## src/rtl/counter_pkg.sv

```systemverilog
// rtl/counter_pkg.sv - shared mode, direction and parameter-range definitions for counter_multimode
package counter_pkg;

    typedef enum logic [1:0] {
        MODE_HOLD     = 2'b00,
        MODE_UP       = 2'b01,
        MODE_DOWN     = 2'b10,
        MODE_PINGPONG = 2'b11
    } mode_e;

    localparam logic DIR_UP   = 1'b1;
    localparam logic DIR_DOWN = 1'b0;

    localparam int WIDTH_MIN    = 2;
    localparam int WIDTH_MAX    = 32;
    localparam int PRESCALE_MIN = 2;
    localparam int PRESCALE_MAX = 256;

endpackage

```

## src/rtl/counter_prescaler.sv

```systemverilog
// rtl/counter_prescaler.sv - qualifying-cycle divider, tick on every PRESCALE-th enabled cycle
module counter_prescaler
    import counter_pkg::*;
#(
    parameter int PRESCALE = 4
) (
    input  logic clk,
    input  logic reset,
    input  logic clr,
    input  logic en,
    output logic tick
);

    localparam int CW = (PRESCALE > 2) ? $clog2(PRESCALE) : 1;
    localparam logic [CW-1:0] LAST = CW'(PRESCALE - 1);

    logic [CW-1:0] cnt_q;
    logic [CW-1:0] cnt_d;

    assign tick = en && (cnt_q == LAST);

    always_comb begin
        cnt_d = cnt_q;
        if (clr) begin
            cnt_d = '0;
        end else if (en) begin
            cnt_d = (cnt_q == LAST) ? '0 : cnt_q + CW'(1);
        end
    end

    always_ff @(posedge clk) begin
        if (reset) begin
            cnt_q <= '0;
        end else begin
            cnt_q <= cnt_d;
        end
    end

endmodule

```

## src/rtl/counter_multimode.sv

```systemverilog
// rtl/counter_multimode.sv - up/down/ping-pong counter with load clamp and sticky wrap; COUNTER_PRESCALER_EN adds step divider
module counter_multimode
    import counter_pkg::*;
#(
    parameter int WIDTH    = 8,
    parameter int PRESCALE = 4
) (
    input  logic             clk,
    input  logic             reset,
    input  logic             en,
    input  logic [1:0]       mode,
    input  logic [WIDTH-1:0] max_value,
    input  logic             load,
    input  logic [WIDTH-1:0] load_value,
    input  logic             clear_flag,
    output logic [WIDTH-1:0] out_result,
    output logic             tc,
    output logic             wrap_sticky,
    output logic             dir
);

    logic [WIDTH-1:0] cnt_q, cnt_d;
    logic             tc_q, tc_d;
    logic             sticky_q, sticky_d;
    logic             dir_q, dir_d;
    mode_e            mode_s;
    logic             qualify;
    logic             step_tick;
    logic             step;

    assign mode_s  = mode_e'(mode);
    assign qualify = en && !load && (mode_s != MODE_HOLD);

`ifdef COUNTER_PRESCALER_EN
    counter_prescaler #(
        .PRESCALE(PRESCALE)
    ) u_prescaler (
        .clk  (clk),
        .reset(reset),
        .clr  (load),
        .en   (qualify),
        .tick (step_tick)
    );
`else
    logic unused_prescale;
    assign unused_prescale = |32'(PRESCALE);
    assign step_tick       = 1'b1;
`endif

    assign step = qualify && step_tick;

    always_comb begin
        cnt_d    = cnt_q;
        tc_d     = 1'b0;
        dir_d    = dir_q;
        sticky_d = clear_flag ? 1'b0 : sticky_q;
        if (load) begin
            cnt_d = (load_value > max_value) ? max_value : load_value;
        end else if (step) begin
            if (max_value == '0) begin
                cnt_d = '0;
                tc_d  = 1'b1;
            end else begin
                case (mode_s)
                    MODE_UP: begin
                        if (cnt_q >= max_value) begin
                            cnt_d = '0;
                            tc_d  = 1'b1;
                        end else begin
                            cnt_d = cnt_q + WIDTH'(1);
                        end
                    end
                    // A count left above a lowered max_value is pulled back to it on a down step
                    MODE_DOWN: begin
                        if (cnt_q == '0) begin
                            cnt_d = max_value;
                            tc_d  = 1'b1;
                        end else if (cnt_q > max_value) begin
                            cnt_d = max_value;
                        end else begin
                            cnt_d = cnt_q - WIDTH'(1);
                        end
                    end
                    MODE_PINGPONG: begin
                        if (dir_q == DIR_UP) begin
                            if (cnt_q >= max_value) begin
                                cnt_d = max_value - WIDTH'(1);
                                dir_d = DIR_DOWN;
                                tc_d  = 1'b1;
                            end else begin
                                cnt_d = cnt_q + WIDTH'(1);
                            end
                        end else begin
                            if (cnt_q == '0) begin
                                cnt_d = WIDTH'(1);
                                dir_d = DIR_UP;
                                tc_d  = 1'b1;
                            end else if (cnt_q > max_value) begin
                                cnt_d = max_value;
                            end else begin
                                cnt_d = cnt_q - WIDTH'(1);
                            end
                        end
                    end
                    default: ;
                endcase
            end
        end
        if (mode_s != MODE_PINGPONG) begin
            dir_d = DIR_UP;
        end
        if (tc_d) begin
            sticky_d = 1'b1;
        end
    end

    always_ff @(posedge clk) begin
        if (reset) begin
            cnt_q    <= '0;
            tc_q     <= 1'b0;
            sticky_q <= 1'b0;
            dir_q    <= DIR_UP;
        end else begin
            cnt_q    <= cnt_d;
            tc_q     <= tc_d;
            sticky_q <= sticky_d;
            dir_q    <= dir_d;
        end
    end

    assign out_result  = cnt_q;
    assign tc          = tc_q;
    assign wrap_sticky = sticky_q;
    assign dir         = dir_q;

endmodule

```

## config.mk

```make
export PLATFORM = sky130hd
export DESIGN_NAME = counter_multimode
export DESIGN_NICKNAME = d
export VERILOG_FILES = /design/src/rtl/counter_pkg.sv /design/src/rtl/counter_prescaler.sv /design/src/rtl/counter_multimode.sv
export SDC_FILE = /design/constraint.sdc
export NUM_CORES = 1
export LEC_CHECK = 0
export BUFFER_PORTS_ARGS = -buffer_cell sky130_fd_sc_hd__buf_2
export CAP_MARGIN = 20
export CORE_UTILIZATION = 50
export CTS_CLUSTER_DIAMETER = 150
export DETAILED_ROUTE_END_ITERATION = 8
export GPL_TIMING_DRIVEN = 0
export PLACE_DENSITY_LB_ADDON = 0.2
export SLEW_MARGIN = 20
export SYNTH_ARGS = -nofsm -noshare
export SYNTH_HDL_FRONTEND = slang
export SYNTH_SLANG_ARGS = --single-unit
```

## constraint.sdc

```tcl
create_clock -name clk -period 2.69 [get_ports clk]
set_input_delay 0.269 -clock clk [delete_from_list [all_inputs] [get_ports clk]]
set_output_delay 0.269 -clock clk [all_outputs]
set_load 0.02 [all_outputs]
```

# Word level (Yosys, flattened, before mapping)
# Cells that the tools add are included.
[word_totals]
regBits = 11
latch_bits = 0
ramBits = 0
romBits = 0
output_inout_bits = 11
word_cells = 50
memories = 0
[classes]
add_sub_neg = 3
n_mul = 0
div = 0
magnitude_cmp = 3
n_eq_ne = 4
n_shift = 0
muxes = 22
bitwise_logic = 2
reduce_logical = 12
[op_table]
columns = ["cell", "n"]
rows = [
  ["$mux 8", 10],
  ["$pmux 8 s3", 1],
  ["$gt 8x8->1", 2],
  ["$logic_not 8->1", 2],
  ["$sub 8x1->8 const B", 2],
  ["$mux 1", 10],
  ["$add 8x1->8 const B", 1],
  ["$ge 8x8->1", 1],
  ["$reduce_bool 2->1", 3],
  ["$reduce_bool 5->1", 1],
  ["$eq 2x2->1 const B", 2],
  ["$reduce_and 4->1", 1],
  ["$pmux 1 s3", 1],
  ["$eq 2x1->1 const B", 1],
  ["$logic_and 1x1->1", 2],
  ["$ne 2x2->1 const B", 1],
  ["$not 1->1", 2],
  ["$reduce_and 2->1", 1],
  ["$reduce_or 2->1", 1],
  ["$logic_not 1->1", 1],
]

# Depth between registers and ports, before layout
[logic_depth]
depth_word = 8
ltp_mapped = 10
mapped_depth_nobuf = 9

# Worst setup path after synthesis
# Ideal clock, no wire load.
[synth_timing]
kind = "reg-to-reg"
startpoint = "reg cnt_q[0] (netlist: out_result[0])"
endpoint = "reg cnt_q[6] (netlist: out_result[6])"
setup_ns = 0.127
arrival_ns = 2.305
t_required_ns = 2.563
slack_ns = 0.258
stages_incl_launch_ff = 9
n_path_buf = 0
synth_period_minus_slack_ns = 2.432
cell_sequence = "dfxtp_1 > inv_1 > ha_1 > nand4_1 > o21a_1 > nor3_2 > mux2i_1 > a21oi_1 > or3_1"
[synth_via]
elab_chain_len = 8
[synth_rtl]
columns = ["element", "line", "source"]
rows = [
  ["from (decl)", "counter_multimode.sv:22", "logic [WIDTH-1:0] cnt_q, cnt_d;"],
  ["from (signal assigned)", "counter_multimode.sv:124", "cnt_q <= cnt_d;"],
  ["$sub 8x1->8 / $gt 8x8->1 (equally long branches)", "--", ""],
  ["$mux 8", "counter_multimode.sv:78, counter_multimode.sv:98", ""],
  ["$mux 8", "counter_multimode.sv:94", "if (cnt_q == '0) begin"],
  ["$mux 8", "counter_multimode.sv:85", "if (dir_q == DIR_UP) begin"],
  ["$pmux 8 s3 (*)", "counter_multimode.sv:64", "case (mode_s)"],
  ["$mux 8 (*)", "counter_multimode.sv:60", "if (max_value == '0) begin"],
  ["$mux 8 (*)", "counter_multimode.sv:59", "end else if (step) begin"],
  ["$mux 8 (*)", "counter_multimode.sv:57", "if (load) begin"],
]
# Mark *: on every way between the ends. The rest lies on a longest branch, timed or not. The select of a mux whose other input is x is not followed.
# A chain may end at the register's enable or synchronous reset.

# Worst setup path after layout
# Same ends and word-level chain as after synthesis.

==> results.py <==
metrics = {
    "timing": {
        "finClkSkew_ns": 0.00929,
        "min_period_ns": 2.53,
        "tightest_slew_ns": 0.493,
        "max_freq_mhz": 395,
        "fin_crit_sh_pct": 94.1,
        "final-hold-violation-count": 0,
        "slew_violations": 0,
        "slew_headroom_pct": 66.9,
        "holdWs_ns": 0.295,
        "timing.final.ws_setup_ns": 0.160,
        "setup_violations": 0,
        "grt_setup_unrepaired": "false",
    },
    "power_and_ir_drop": {
        "p_seq_share_pct": 24.6,
        "p_int_uw": 445,
        "p_clk_share_pct": 15.5,
        "combPwrFrac_pct": 59.9,
        "cellLeakagePower_uw": 0.000909,
        "power_switching_share_pct": 47.0,
        "ir_worst_vdd_uv": 219,
        "p_per_area_mw_per_mm2": 408,
        "power_switching_uw": 394,
    },
    "placement": {
        "hpwl_um": 3990,
        "portBuffers": 33,
        "dp.cells": 310,
        "routabilityCongestion": 0.893,
        "pre_cts_ws_ns": -0.0564,
        "place_area_sq_mm": 0.00201,
    },
    "global_route": {
        "grt.busiest_layer": "met2",
        "antenna_found_initial": 0,
        "grt_max_degree": 11,
        "grt_pass1_vias": 1619,
        "use_met2_pct": 47.2,
        "gr-usage-all-layers_pct": 27.7,
        "use_met3_pct": 2.69,
        "grt_pass1_wl_um": 7660,
        "overflow": 0,
        "grt_use_met1_pct": 37.5,
    },
    "critical_path": {
        "worstPathMaxFanout": 9,
        "critPathTopFamily": "simple AND/OR/NAND/NOR gates",
        "cp-start-kind": "register",
        "path_cells": "inv_1, ha_1, nand4_1, o21a_1, nor3_4, mux2i_1, a21oi_1, or3_1",
        "worstSetupPathType": "register to register",
        "critPathMaxStageDelay_ns": 0.45,
        "crit_buf_inv": 1,
        "cp.required_ns": 2.87,
        "worstReg2RegStart": "out_result[0]",
        "end_kind": "register",
        "worst_path_max_delay_cell": "dfxtp_2",
        "crit_start": "out_result[0]",
        "crit_arrival_ns": 2.71,
    },
    "cts": {
        "clockBufferDepth": 2,
        "cts_tree": "done",
        "cts_buffers": 3,
        "h-tree-depth": 1,
        "clkSlewWorstSetupHoldPaths_ns": 0.09,
        "cts_sinks": 11,
        "clkLatencyLatePin_ns": 0.29,
        "ctsHoldBuffers": 0,
        "clock-root-buffer": "clkbuf_4",
    },
    "synthesis": {
        "async_reset_ff_share_pct": 0,
        "yosysUniqueCellTypes": 58,
        "synth_edf_count": 0,
        "ys.flop_type": "dfxtp_1",
        "synth_cells": 231,
        "ys_warn_count": 0,
        "synth.avg_cell_area_sq_um": 7.76,
        "syn_nets": 274,
        "ys_ff_latch": 11,
        "seq_area_frac_synth_pct": 12.3,
        "syn-cell-area_sq_mm": 0.00179,
    },
    "floorplanning": {
        "initial_core_util_pct": 52.9,
        "row_count": 21,
        "die_h_um": 61.9,
        "io_pins": 34,
        "die_area_sq_mm": 0.00383,
        "core-area_sq_mm": 0.00339,
        "die_w_um": 61.9,
    },
    "final_layout": {
        "multiInputGateArea_sq_mm": 0.00144,
        "final_cell_mix": "buf_2 (38), ha_1 (20), a21oi_1 (17)",
        "design_area_sq_mm": 0.00206,
        "fin_cells": 315,
        "n_fill_cell": 329,
        "antenna-diode-count": 0,
        "final_util_pct": 60.6,
        "layout-drive-gt1-share_pct": 24.5,
        "ff_latch_area_sq_um": 221,
        "layout.nets": 313,
        "syn_to_final_growth_pct": 14.7,
        "mostFrequentLayoutCell": "buf_2",
    },
    "worst_hold_path": {
        "hold_class": "input pin to register",
        "hp-start": "clear_flag",
    },
    "outcome": {
        "status": "finished, final reports clean",
    },
    "route": {
        "routedWlPerCell_um": 15.7,
        "drc": 0,
        "drt-pass1-iter-count": 4,
        "via_per_inst": 5.98,
        "postRouteWirelength_um": 4950,
        "first_iter_violations": 132,
        "postRouteAntennaNets": 0,
        "num_vias": 1883,
    },
    "run": {
        "cap_violations": 0,
    },
}
==> synth_stat cells (all sizes together) (3+ instances only) <==
| master | count | share of area [%] |
|---|---|---|
| a21oi | 17 | 4.7 |
| mux2i | 4 | 2.2 |
| nor2b | 3 | 1.0 |
| nor4 | 3 | 2.2 |
| o211ai | 4 | 2.0 |
| nand2b | 3 | 1.0 |
| dfxtp | 11 | 12 |
| ha | 20 | 14 |
| o22ai | 5 | 1.7 |
| buf | 10 | 3.9 |
| nand4 | 6 | 2.1 |
| inv | 14 | 2.9 |
| o21bai | 5 | 2.1 |
| nor2 | 18 | 4.2 |
| nand3 | 6 | 1.7 |
| xnor2 | 11 | 5.4 |
| or3 | 7 | 2.7 |
| a311o | 6 | 3.4 |
| nand2 | 17 | 3.7 |
| a221oi | 6 | 2.9 |
| nor3 | 9 | 3.1 |
| mux2 | 5 | 3.1 |
| o21ai | 10 | 3.0 |
| xor2 | 5 | 2.4 |
| a21o | 4 | 1.7 |
==> flip-flops by register name, summed over array words and instances (netlist names) <==
| name | flops |
|---|---|
| out_result | 8 |
| dir | 1 |
| tc | 1 |
| wrap_sticky | 1 |
==> layer usage <==
| layer | up-vias | wire [um] |
|---|---|---|
| li1 | 950 | - |
| met4 | 0 | 89 |
| met3 | 9 | 304 |
| met1 | 853 | 2270 |
| met5 | - | 0 |
| met2 | 71 | 2280 |
==> worst paths after layout <==
kind / endpoint / slack, ns / depth (start not counted)
worst max-delay path: out_result[6] / 0.16 / 8
worst min register to register: wrap_sticky / 0.46 / 1
worst min-delay path: wrap_sticky / 0.29 / 3
worst max register to register: out_result[6] / 0.16 / 8
==> power groups by stage <==
stage	logic, uW	clock network [uW]	registers [uW]
finish	502	130	206
floorplan	339	0	224
global placement	481	0	209
CTS	490	129	206
global route	553	135	209
detailed placement	483	0	210
==> layout make-up <==
cell class	count	share of cell area [%]
Clock buffer	4	1.28
Tap cell	46	2.80
Multi-Input combinational cell	193	70.0
Inverter	14	2.56
Timing Repair Buffer	34	8.40
Sequential cell	11	10.8
Buffer	13	4.20
==> worst register-to-register path, delay by kind of cell (launching register included) <==
family,cells,cell delay [ns]
buf+inv,1,0.15
mux,1,0.24
compound gates,2,0.42
flops,1,0.45
fa+ha+maj,1,0.30
simple gates,3,0.87
==> logic make-up (layout without fill, tap and decap cells) <==
family / count (synthesis) / after routing / synth area share (%)
AO/OA/AOI/OAI: 71 / 71 / 28.9
adder cells (fa/ha/maj): 20 / 20 / 14.0
multiplexers: 9 / 9 / 5.38
AND/OR/NAND/NOR: 77 / 77 / 23.9
flip-flops: 11 / 11 / 12.3
XOR/XNOR: 16 / 16 / 7.82
buffers and inverters: 27 / 65 / 7.75
==> metrics by stage <==
step           TNS, ns  power [uW]
2_1_floorplan        0         563
3_3_place_gp   -0.0657         690
3_5_place_dp   -0.0564         693
4_1_cts              0         825
5_1_grt              0         896
6_report             0         839
==> what timing repair did <==
item / 4_1_cts / 5_1_grt
gates resized for setup: 2 / 0
buffers inserted: 0 / 1
setup endpoints to repair: 1 / 1
pin swaps: 0 / 1
Power figures use the tool's default switching activity.
